$ cat config.mk
export PLATFORM = sky130hd
export DESIGN_NAME = custom_axi_accel_flat
export DESIGN_NICKNAME = d
export VERILOG_FILES = /design/src/rtl/custom_axi_accel_if.sv /design/src/rtl/custom_axi_accel.sv /design/src/flat_wrapper.sv
export SDC_FILE = /design/constraint.sdc
export NUM_CORES = 1
export LEC_CHECK = 0
export ABC_AREA = 1
export ABC_CLOCK_PERIOD_IN_PS = 3370
export BUFFER_PORTS_ARGS = -buffer_cell sky130_fd_sc_hd__buf_2
export CORE_MARGIN = 10
export CORE_UTILIZATION = 45
export CTS_CLUSTER_SIZE = 40
export DETAILED_ROUTE_END_ITERATION = 8
export HOLD_SLACK_MARGIN = 0.06
export RECOVER_POWER = 50
export SETUP_SLACK_MARGIN = 0.15
export SLEW_MARGIN = 40
export SYNTH_ARGS = -nofsm -noshare
export SYNTH_HDL_FRONTEND = slang
export SYNTH_SLANG_ARGS = --single-unit
$ cat constraint.sdc
create_clock -name clk_i -period 3.37 [get_ports clk_i]
set_clock_uncertainty 0.05 [all_clocks]
set_input_delay 1.011 -clock clk_i [delete_from_list [all_inputs] [get_ports clk_i]]
set_output_delay 1.011 -clock clk_i [all_outputs]
set_load 0.02 [all_outputs]
$ cat src/rtl/custom_axi_accel_if.sv
// Request/response bus of the multi-channel accelerator.
// The slave modport is the accelerator's view; the master modport is the requester's view.
interface custom_axi_accel_if #(
  parameter int DATA_WIDTH = 32,
  parameter int NUM_CH     = 4
);
  localparam int CH_W = $clog2(NUM_CH);

  logic                  in_valid_i;
  logic                  in_ready_o;
  logic [CH_W-1:0]       in_ch_i;
  logic [1:0]            in_op_i;
  logic [DATA_WIDTH-1:0] in_data_i;
  logic                  out_valid_o;
  logic                  out_ready_i;
  logic [CH_W-1:0]       out_ch_o;
  logic [DATA_WIDTH-1:0] out_data_o;
  logic                  out_ovf_o;
  logic                  out_err_o;

  modport slave (
    input  in_valid_i, in_ch_i, in_op_i, in_data_i, out_ready_i,
    output in_ready_o, out_valid_o, out_ch_o, out_data_o, out_ovf_o, out_err_o
  );

  modport master (
    output in_valid_i, in_ch_i, in_op_i, in_data_i, out_ready_i,
    input  in_ready_o, out_valid_o, out_ch_o, out_data_o, out_ovf_o, out_err_o
  );
endinterface

$ cat src/rtl/custom_axi_accel.sv
// Multi-channel increment / add-operand / accumulate engine with a
// valid/ready request port and a held valid/ready response port.
module custom_axi_accel #(
  parameter int DATA_WIDTH = 32,
  parameter int NUM_CH     = 4
) (
  input  logic                  clk_i,
  input  logic                  rst_i,
  custom_axi_accel_if.slave     bus,
  input  logic                  cfg_we_i,
  input  logic [DATA_WIDTH-1:0] cfg_data_i,
  input  logic                  acc_clr_i,
  output logic [1:0]            status_o,
  output logic [15:0]           done_cnt_o
);
  localparam int CH_W = $clog2(NUM_CH);

  localparam logic [1:0] OP_INC = 2'b00;
  localparam logic [1:0] OP_ADD = 2'b01;
  localparam logic [1:0] OP_ACC = 2'b10;

  typedef enum logic [1:0] {
    ST_IDLE  = 2'd0,
    ST_BUSY  = 2'd1,
    ST_DONE  = 2'd2,
    ST_ERROR = 2'd3
  } state_e;

  state_e                state_q, state_d;
  logic [CH_W-1:0]       ch_q, ch_d;
  logic [1:0]            op_q, op_d;
  logic [DATA_WIDTH-1:0] data_q, data_d;
  logic [DATA_WIDTH-1:0] res_q, res_d;
  logic                  ovf_q, ovf_d;
  logic [DATA_WIDTH-1:0] opnd_q, opnd_d;
  logic [15:0]           done_cnt_q, done_cnt_d;
  logic [DATA_WIDTH-1:0] acc_q [NUM_CH];
  logic [DATA_WIDTH-1:0] acc_d [NUM_CH];

  logic                  ch_ok_s;
  logic                  illegal_s;
  logic                  consume_s;
  logic [DATA_WIDTH-1:0] acc_sel_s;
  logic [DATA_WIDTH:0]   sum_s;

  // Request legality and accumulator select; channel range is checked by enumeration.
  always_comb begin
    ch_ok_s   = 1'b0;
    acc_sel_s = '0;
    for (int i = 0; i < NUM_CH; i++) begin
      ch_ok_s   = (bus.in_ch_i == CH_W'(i)) ? 1'b1 : ch_ok_s;
      acc_sel_s = (ch_q == CH_W'(i)) ? acc_q[i] : acc_sel_s;
    end
    illegal_s = (bus.in_op_i == 2'b11) || !ch_ok_s;
    consume_s = ((state_q == ST_DONE) || (state_q == ST_ERROR)) && bus.out_ready_i;
  end

  always_comb begin
    case (op_q)
      OP_INC:  sum_s = {1'b0, data_q} + {{DATA_WIDTH{1'b0}}, 1'b1};
      OP_ADD:  sum_s = {1'b0, data_q} + {1'b0, opnd_q};
      OP_ACC:  sum_s = {1'b0, acc_sel_s} + {1'b0, data_q};
      default: sum_s = '0;
    endcase
  end

  // State register.
  always_ff @(posedge clk_i) begin
    if (rst_i) begin
      state_q <= ST_IDLE;
    end else begin
      state_q <= state_d;
    end
  end

  // Next-state logic.
  always_comb begin
    state_d = state_q;
    case (state_q)
      ST_IDLE: begin
        if (bus.in_valid_i) begin
          state_d = illegal_s ? ST_ERROR : ST_BUSY;
        end else begin
          state_d = ST_IDLE;
        end
      end
      ST_BUSY: state_d = ST_DONE;
      ST_DONE, ST_ERROR: begin
        if (bus.out_ready_i) begin
          state_d = ST_IDLE;
        end else begin
          state_d = state_q;
        end
      end
      default: state_d = ST_ERROR;
    endcase
  end

  // Datapath next values; a coincident clear wins over the accumulate write-back.
  always_comb begin
    ch_d       = ch_q;
    op_d       = op_q;
    data_d     = data_q;
    res_d      = res_q;
    ovf_d      = ovf_q;
    acc_d      = acc_q;
    opnd_d     = cfg_we_i ? cfg_data_i : opnd_q;
    done_cnt_d = consume_s ? done_cnt_q + 16'd1 : done_cnt_q;
    if ((state_q == ST_IDLE) && bus.in_valid_i) begin
      ch_d   = bus.in_ch_i;
      op_d   = bus.in_op_i;
      data_d = bus.in_data_i;
    end else if (state_q == ST_BUSY) begin
      {ovf_d, res_d} = sum_s;
      for (int i = 0; i < NUM_CH; i++) begin
        acc_d[i] = ((op_q == OP_ACC) && (ch_q == CH_W'(i))) ? sum_s[DATA_WIDTH-1:0] : acc_q[i];
      end
    end else begin
      res_d = res_q;
    end
    if (acc_clr_i) begin
      for (int i = 0; i < NUM_CH; i++) begin
        acc_d[i] = '0;
      end
    end else begin
      ovf_d = ovf_d;
    end
  end

  // Datapath registers.
  always_ff @(posedge clk_i) begin
    if (rst_i) begin
      ch_q       <= '0;
      op_q       <= 2'b00;
      data_q     <= '0;
      res_q      <= '0;
      ovf_q      <= 1'b0;
      opnd_q     <= '0;
      done_cnt_q <= 16'd0;
      for (int i = 0; i < NUM_CH; i++) begin
        acc_q[i] <= '0;
      end
    end else begin
      ch_q       <= ch_d;
      op_q       <= op_d;
      data_q     <= data_d;
      res_q      <= res_d;
      ovf_q      <= ovf_d;
      opnd_q     <= opnd_d;
      done_cnt_q <= done_cnt_d;
      for (int i = 0; i < NUM_CH; i++) begin
        acc_q[i] <= acc_d[i];
      end
    end
  end

  // Outputs decoded from registered state and result.
  always_comb begin
    bus.in_ready_o  = (state_q == ST_IDLE);
    bus.out_valid_o = (state_q == ST_DONE) || (state_q == ST_ERROR);
    bus.out_err_o   = (state_q == ST_ERROR);
    bus.out_ch_o    = bus.out_valid_o ? ch_q : '0;
    bus.out_data_o  = (state_q == ST_DONE) ? res_q : '0;
    bus.out_ovf_o   = (state_q == ST_DONE) ? ovf_q : 1'b0;
    status_o        = state_q;
    done_cnt_o      = done_cnt_q;
  end
endmodule

$ cat src/flat_wrapper.sv
// flat-port wrapper written by rule: the top's interface ports become plain ports
module custom_axi_accel_flat 
#(
  parameter int DATA_WIDTH = 32,
  parameter int NUM_CH     = 4
)
  (clk_i, rst_i, cfg_we_i, cfg_data_i, acc_clr_i, status_o, done_cnt_o, bus_in_valid_i, bus_in_ch_i, bus_in_op_i, bus_in_data_i, bus_out_ready_i, bus_in_ready_o, bus_out_valid_o, bus_out_ch_o, bus_out_data_o, bus_out_ovf_o, bus_out_err_o);
  custom_axi_accel_if #(.DATA_WIDTH(DATA_WIDTH), .NUM_CH(NUM_CH)) bus_i ();
  input  logic clk_i;
  input  logic rst_i;
  input  logic cfg_we_i;
  input  logic [DATA_WIDTH-1:0] cfg_data_i;
  input  logic acc_clr_i;
  output logic [1:0] status_o;
  output logic [15:0] done_cnt_o;
  input wire logic [$bits(bus_i.in_valid_i)-1:0] bus_in_valid_i;
  input wire logic [$bits(bus_i.in_ch_i)-1:0] bus_in_ch_i;
  input wire logic [$bits(bus_i.in_op_i)-1:0] bus_in_op_i;
  input wire logic [$bits(bus_i.in_data_i)-1:0] bus_in_data_i;
  input wire logic [$bits(bus_i.out_ready_i)-1:0] bus_out_ready_i;
  output wire logic [$bits(bus_i.in_ready_o)-1:0] bus_in_ready_o;
  output wire logic [$bits(bus_i.out_valid_o)-1:0] bus_out_valid_o;
  output wire logic [$bits(bus_i.out_ch_o)-1:0] bus_out_ch_o;
  output wire logic [$bits(bus_i.out_data_o)-1:0] bus_out_data_o;
  output wire logic [$bits(bus_i.out_ovf_o)-1:0] bus_out_ovf_o;
  output wire logic [$bits(bus_i.out_err_o)-1:0] bus_out_err_o;
  assign bus_i.in_valid_i = bus_in_valid_i;
  assign bus_i.in_ch_i = bus_in_ch_i;
  assign bus_i.in_op_i = bus_in_op_i;
  assign bus_i.in_data_i = bus_in_data_i;
  assign bus_i.out_ready_i = bus_out_ready_i;
  assign bus_in_ready_o = bus_i.in_ready_o;
  assign bus_out_valid_o = bus_i.out_valid_o;
  assign bus_out_ch_o = bus_i.out_ch_o;
  assign bus_out_data_o = bus_i.out_data_o;
  assign bus_out_ovf_o = bus_i.out_ovf_o;
  assign bus_out_err_o = bus_i.out_err_o;
  custom_axi_accel #(.DATA_WIDTH(DATA_WIDTH), .NUM_CH(NUM_CH)) u_core (.clk_i(clk_i), .rst_i(rst_i), .bus(bus_i), .cfg_we_i(cfg_we_i), .cfg_data_i(cfg_data_i), .acc_clr_i(acc_clr_i), .status_o(status_o), .done_cnt_o(done_cnt_o));
endmodule
# Word-level counts from Yosys, hierarchy flattened
# Index checks and enable logic that the tools add are counted.
[word_totals] in_bits=74 regBits=247 wordCells=66
[op_classes] n_eq_ne=13 reduce_logical=20 bitwise_logic=1 muxes=16 n_addsub=4
[ops] op="$mux 32" count=5
[ops] op="$pmux 33 s3" count=1
[ops] op="$add 32x32->33" count=2
[ops] op="$add 32x1->33 const B" count=1
[ops] op="$add 16x1->16 const B" count=1
[ops] op="$eq 2x2->1 const B" count=8
[ops] op="$reduce_and 3->1" count=4
[ops] op="$eq 2x1->1 const B" count=4
[ops] op="$logic_not 2->1" count=4
[ops] op="$mux 2" count=4
[ops] op="$logic_and 1x1->1" count=6
[ops] op="$pmux 2 s3" count=1
[ops] op="$mux 1" count=5
[ops] op="$reduce_or 2->1" count=2
[ops] op="$logic_or 1x1->1" count=2
[ops] op="$ne 2x2->1 const B" count=1
[ops] op="$reduce_and 2->1" count=1
[ops] op="$logic_not 1->1" count=1
[ops] op="$not 1->1" count=1

# Logic depth before layout (Yosys ltp)
[logic_depth] ltp_word=10 depth_mapped=22

# Least setup slack after synthesis
# OpenSTA, ideal clock, no wires.
[synth_path] kind="register to register" start="reg u_core.op_q[0]" end="reg u_core.acc_q[88] in the netlist's numbering" period_less_slack_ns=2.702 path_stages_with_launch=19 slack_ns=0.668 setup_ns=0.128 arrival_ns=2.524 n_path_buf=2 path_cell_list="dfxtp_1 -> inv_1 -> ha_1 -> buf_2 -> inv_2 -> nor2_4 -> buf_4 -> a221oi_2 -> nor2_1 -> ha_1 -> nand2_1 -> nor2_1 -> nand2_1 -> nor2_1 -> nand2_1 -> nand3_1 -> nand2_1 -> nand3_1 -> a21oi_1"
[synth_between] elab_chain_len=3
[synth_rtl] item="from (decl)" line="custom_axi_accel.sv:31" rtl="logic [1:0] op_q, op_d;"
[synth_rtl] item="from (signal assigned)" line="custom_axi_accel.sv:145" rtl="op_q <= op_d;"
[synth_rtl] item="$eq 2x2->1" line="custom_axi_accel.sv:59, custom_axi_accel.sv:116"
[synth_rtl] item="$logic_and 1x1->1" line="custom_axi_accel.sv:116" rtl="acc_d[i] = ((op_q == OP_ACC) && (ch_q == CH_W'(i))) ? sum_s[DATA_WIDTH-1:0] : acc_q[i];"
[synth_rtl] item="$reduce_and 3->1 (no line)"
[synth_rtl] item="to (signal, indexed assignment)" line="custom_axi_accel.sv:152" rtl="acc_q[i] <= acc_d[i];"
[synth_rtl] item="to (decl)" line="custom_axi_accel.sv:37" rtl="logic [DATA_WIDTH-1:0] acc_q [NUM_CH];"
# Parallel ways exist; a longest one is shown, timed or not.
# A chain may end at the register's enable or synchronous reset.

# Worst setup path in the final report
[layout_path] start="reg u_core.ch_q[1]" end="reg u_core.acc_q[123] in the netlist's numbering"
[layout_between] elab_chain_len=7
[layout_rtl] item="from (decl)" line="custom_axi_accel.sv:30" rtl="logic [CH_W-1:0] ch_q, ch_d;"
[layout_rtl] item="from (signal assigned)" line="custom_axi_accel.sv:144" rtl="ch_q <= ch_d;"
[layout_rtl] item="$logic_not 2->1" line="custom_axi_accel.sv:52, custom_axi_accel.sv:116"
[layout_rtl] item="$mux 32 (4 in series)" line="custom_axi_accel.sv:52" rtl="acc_sel_s = (ch_q == CH_W'(i)) ? acc_q[i] : acc_sel_s;"
[layout_rtl] item="$add 32x32->33" line="custom_axi_accel.sv:62" rtl="OP_ACC: sum_s = {1'b0, acc_sel_s} + {1'b0, data_q};"
[layout_rtl] item="$pmux 33 s3" line="custom_axi_accel.sv:59" rtl="case (op_q)"
# Parallel ways exist; a longest one is shown, timed or not.

==> results.toml <==
[pwr]
ir_drop_v = 0.0003616
power.leakage_nw = 6.673
switchingPower_mw = 2.043
clockPowerShare_pct = 41.3
netSwitchingFraction_pct = 28.23
internal-power_mw = 5.194
comb_power_share_pct = 15.8
power.density_nw_per_um2 = 468.8
power.share.sequential_pct = 42.9
total_power_mw = 7.236

[drt]
via_count = 12667
drt-total-wl_mm = 44.18
ant_nets = 0
drt_iter0_drc = 1021
drt_pre_antenna_iters = 8
drc_errors = 0
vias_per_cell = 5.340
drt-wirelength-per-cell_um = 18.62

[grt]
grt_max_degree = 67
grt_pass1_wl_mm = 66.31
overflow = 0
antenna_found_initial = 0
grt_use_total_pct = 23.20
grt_pass1_vias = 11685

[clocking]
cts_buffer_depth = 3
cts_tree = "yes"
numClockSinks = 247
clkTransAtPathRegs_ps = 60
htreeDepth = 1
clk_latency_ps = 540
hold_buffers = 0
root_buffer = "clkbuf_16"
cts_buffers = 27

[logic_synthesis]
ys_ff_latch = 247
synth.distinct_cells = 44
avgSynthCellArea_um2 = 6.854
synth_edf_count = 0
synth_fp_nets = 1960
syn_area_um2 = 12670
synth_common_cells = "nand2_1, nor2_1, dfxtp_1, o21ai_0, a21oi_1"
ys_seq_area_share_pct = 39.02
ys_warn_count = 0
synthTopCellsByArea = "dfxtp_1, nand2_1, o21ai_0"
syn_inst = 1849
synth_ff_type = "dfxtp_1"
post-synth-top-count-cell = "nand2_1"
ys_async_sr_fraction_pct = 0
synth_area_leader_cell = "dfxtp_1"
synth_top_area_share_pct = 39.02

[outcome]
status = "finished, violations left"
violations = "capacitance limit, slew limit"

[critical_path]
worstSetupEndpointType = "register"
worstPathMaxFanout = 9
timing.rr.end = "u_core.acc_q[123]"
ff2ff_path_depth = 17
crit_type = "register to register"
ff2ff_setup_slack_ps = 190
start_kind = "register"
r2r-start = "u_core.ch_q[1]"
cp-startpoint = "u_core.ch_q[1]"
cp.required_ps = 3710
cp_data_arrival_time_ps = 3530

[timing]
min_period_ps = 3182
fin_tns_setup_ps = 0
hold_slack_ps = 406.4
max_freq_mhz = 314.2
period_share_pct = 94.43
slew_violations = 34
finalHoldViolCount = 0
tightest_slew_ps = 1706
slew_headroom_pct = -13.71
rsz0062_at_grt = "true"
setup_viol = 0

[placed_design]
hpwl_mm = 31.47
portBuffers = 129
gp_congestion = 0.9418

[die]
num_io_pins = 130
die_x_um = 187.8
rows = 61
start_util_pct = 45.61
fp.dieArea_um2 = 35270
die_h_um = 187.8
core_um2 = 27780

[flow_run]
max_cap_viol_count = 1

[hold_path]
hold_end = "u_core.res_q[1]"
hold_class = "register to register"
min_path_cells = 2
hp-start = "u_core.res_q[1]"

[layout]
antenna_cells = 0
drive_gt1_share_pct = 18.86
final_nets = 2086
syn_to_final_growth_pct = 21.80
==> metrics by stage <==
stage          cell area (um2)  instances  util (%)  setup WS (ps)
6_report                 15430       2372     55.56          187.7
5_1_grt                  15430       2372     55.56          43.91
4_1_cts                  14780       2354     53.20          125.9
3_5_place_dp             13800       2303     49.66          26.68
3_3_place_gp             13800       2303     49.66          42.62
2_1_floorplan            12670       1849         -          667.8
==> area by class of cell <==
type | count | area, um2
inverters | 198 | 755.7
well taps | 378 | 473.0
clock buffers | 45 | 853.3
multi-input cells | 1305 | 7126
flip-flops and latches | 247 | 4950
clock inverters | 3 | 42.54
fillers | 2836 | 12350
repair buffers | 196 | 1235
==> worst max-delay path, stage by stage, from the launching register on <==
cell      delay [ps]
dfxtp_4          380
buf_12           160
inv_2             60
nor2_4           120
clkinv_4         120
buf_4            200
o221ai_1         230
a31oi_2          200
ha_4             340
nand2_2           80
nor2_2           160
inv_1             80
o21ai_0          330
a21oi_2          130
nand2_1           70
nand2_1           70
nand3_4          160
a21oi_1           80
==> power by group through the flow <==
stage	clock network, mW	registers [mW]	logic [mW]
floorplan	0	3.13	0.627
detailed placement	0	3.16	0.993
global route	3.14	3.12	1.24
finish	2.99	3.11	1.14
CTS	3.02	3.10	1.01
global placement	0	3.16	0.983
==> state kept, by name (all words and copies together) (netlist names) <==
register and cells:
u_core.status_o 2, u_core.ovf_q 1, u_core.opnd_q 32, u_core.data_q 32, u_core.res_q 32, u_core.ch_q 2, u_core.done_cnt_o 16, u_core.op_q 2
u_core.acc_q 128
==> worst max path at each step <==
stage / endpoint / slack [ps] / cells after the start
after global placement: u_core.acc_q[27] / 40 / 18
final: u_core.acc_q[123] / 190 / 17
after floorplan: u_core.acc_q[88] / 670 / 18
after detailed placement: u_core.acc_q[50] / 30 / 18
after CTS: u_core.acc_q[50] / 130 / 18
after global routing: u_core.acc_q[15] / 40 / 19
==> repair_timing <==
item | in CTS | in global routing
gates cloned | 0 | 3
gates resized for setup | 13 | 136
endpoints found under the setup margin | 66 | 127
buffers inserted | 3 | 15
pin swaps | 3 | 34
endpoints found under the hold margin | 0 | 0
==> cells in the final DEF, fill, tap and decap left out, types with 17 or more instances in the layout <==
cell type and count:
clkbuf_16 29, ha_1 19, o21ai_0 229, a21oi_2 30, inv_1 185, clkbuf_1 42
nand2_2 22, nand3_1 45, buf_4 51, dfxtp_1 245, a21oi_1 186, nor2_2 17
buf_2 97, nor2_1 245, nand2_1 321, nand4_1 27, nand3_2 21
==> cells by family (layout without fill, tap and decap cells) <==
family	count (synthesis)	in the layout	share of synthesized area, %
AND/OR/NAND/NOR	759	760	26.34
XOR/XNOR	2	2	0.1383
AO/OA/AOI/OAI	506	506	21.36
buffers and inverters	298	442	9.429
flip-flops	247	247	39.02
adder cells (fa/ha/maj)	37	37	3.712
==> layer usage <==
layer / part of all wire (%) / vias to the layer above / GRT usage (%) / wire, um
li1: - / 6332 / - / -
met1: 44 / 5810 / 30.10 / 19660
met2: 45 / 439 / 37.03 / 19700
met3: 6.2 / 86 / 3.822 / 2721
met4: 4.7 / 0 / 10.58 / 2094
met5: 0 / - / 0 / 0
Power figures use the tool's default switching activity.
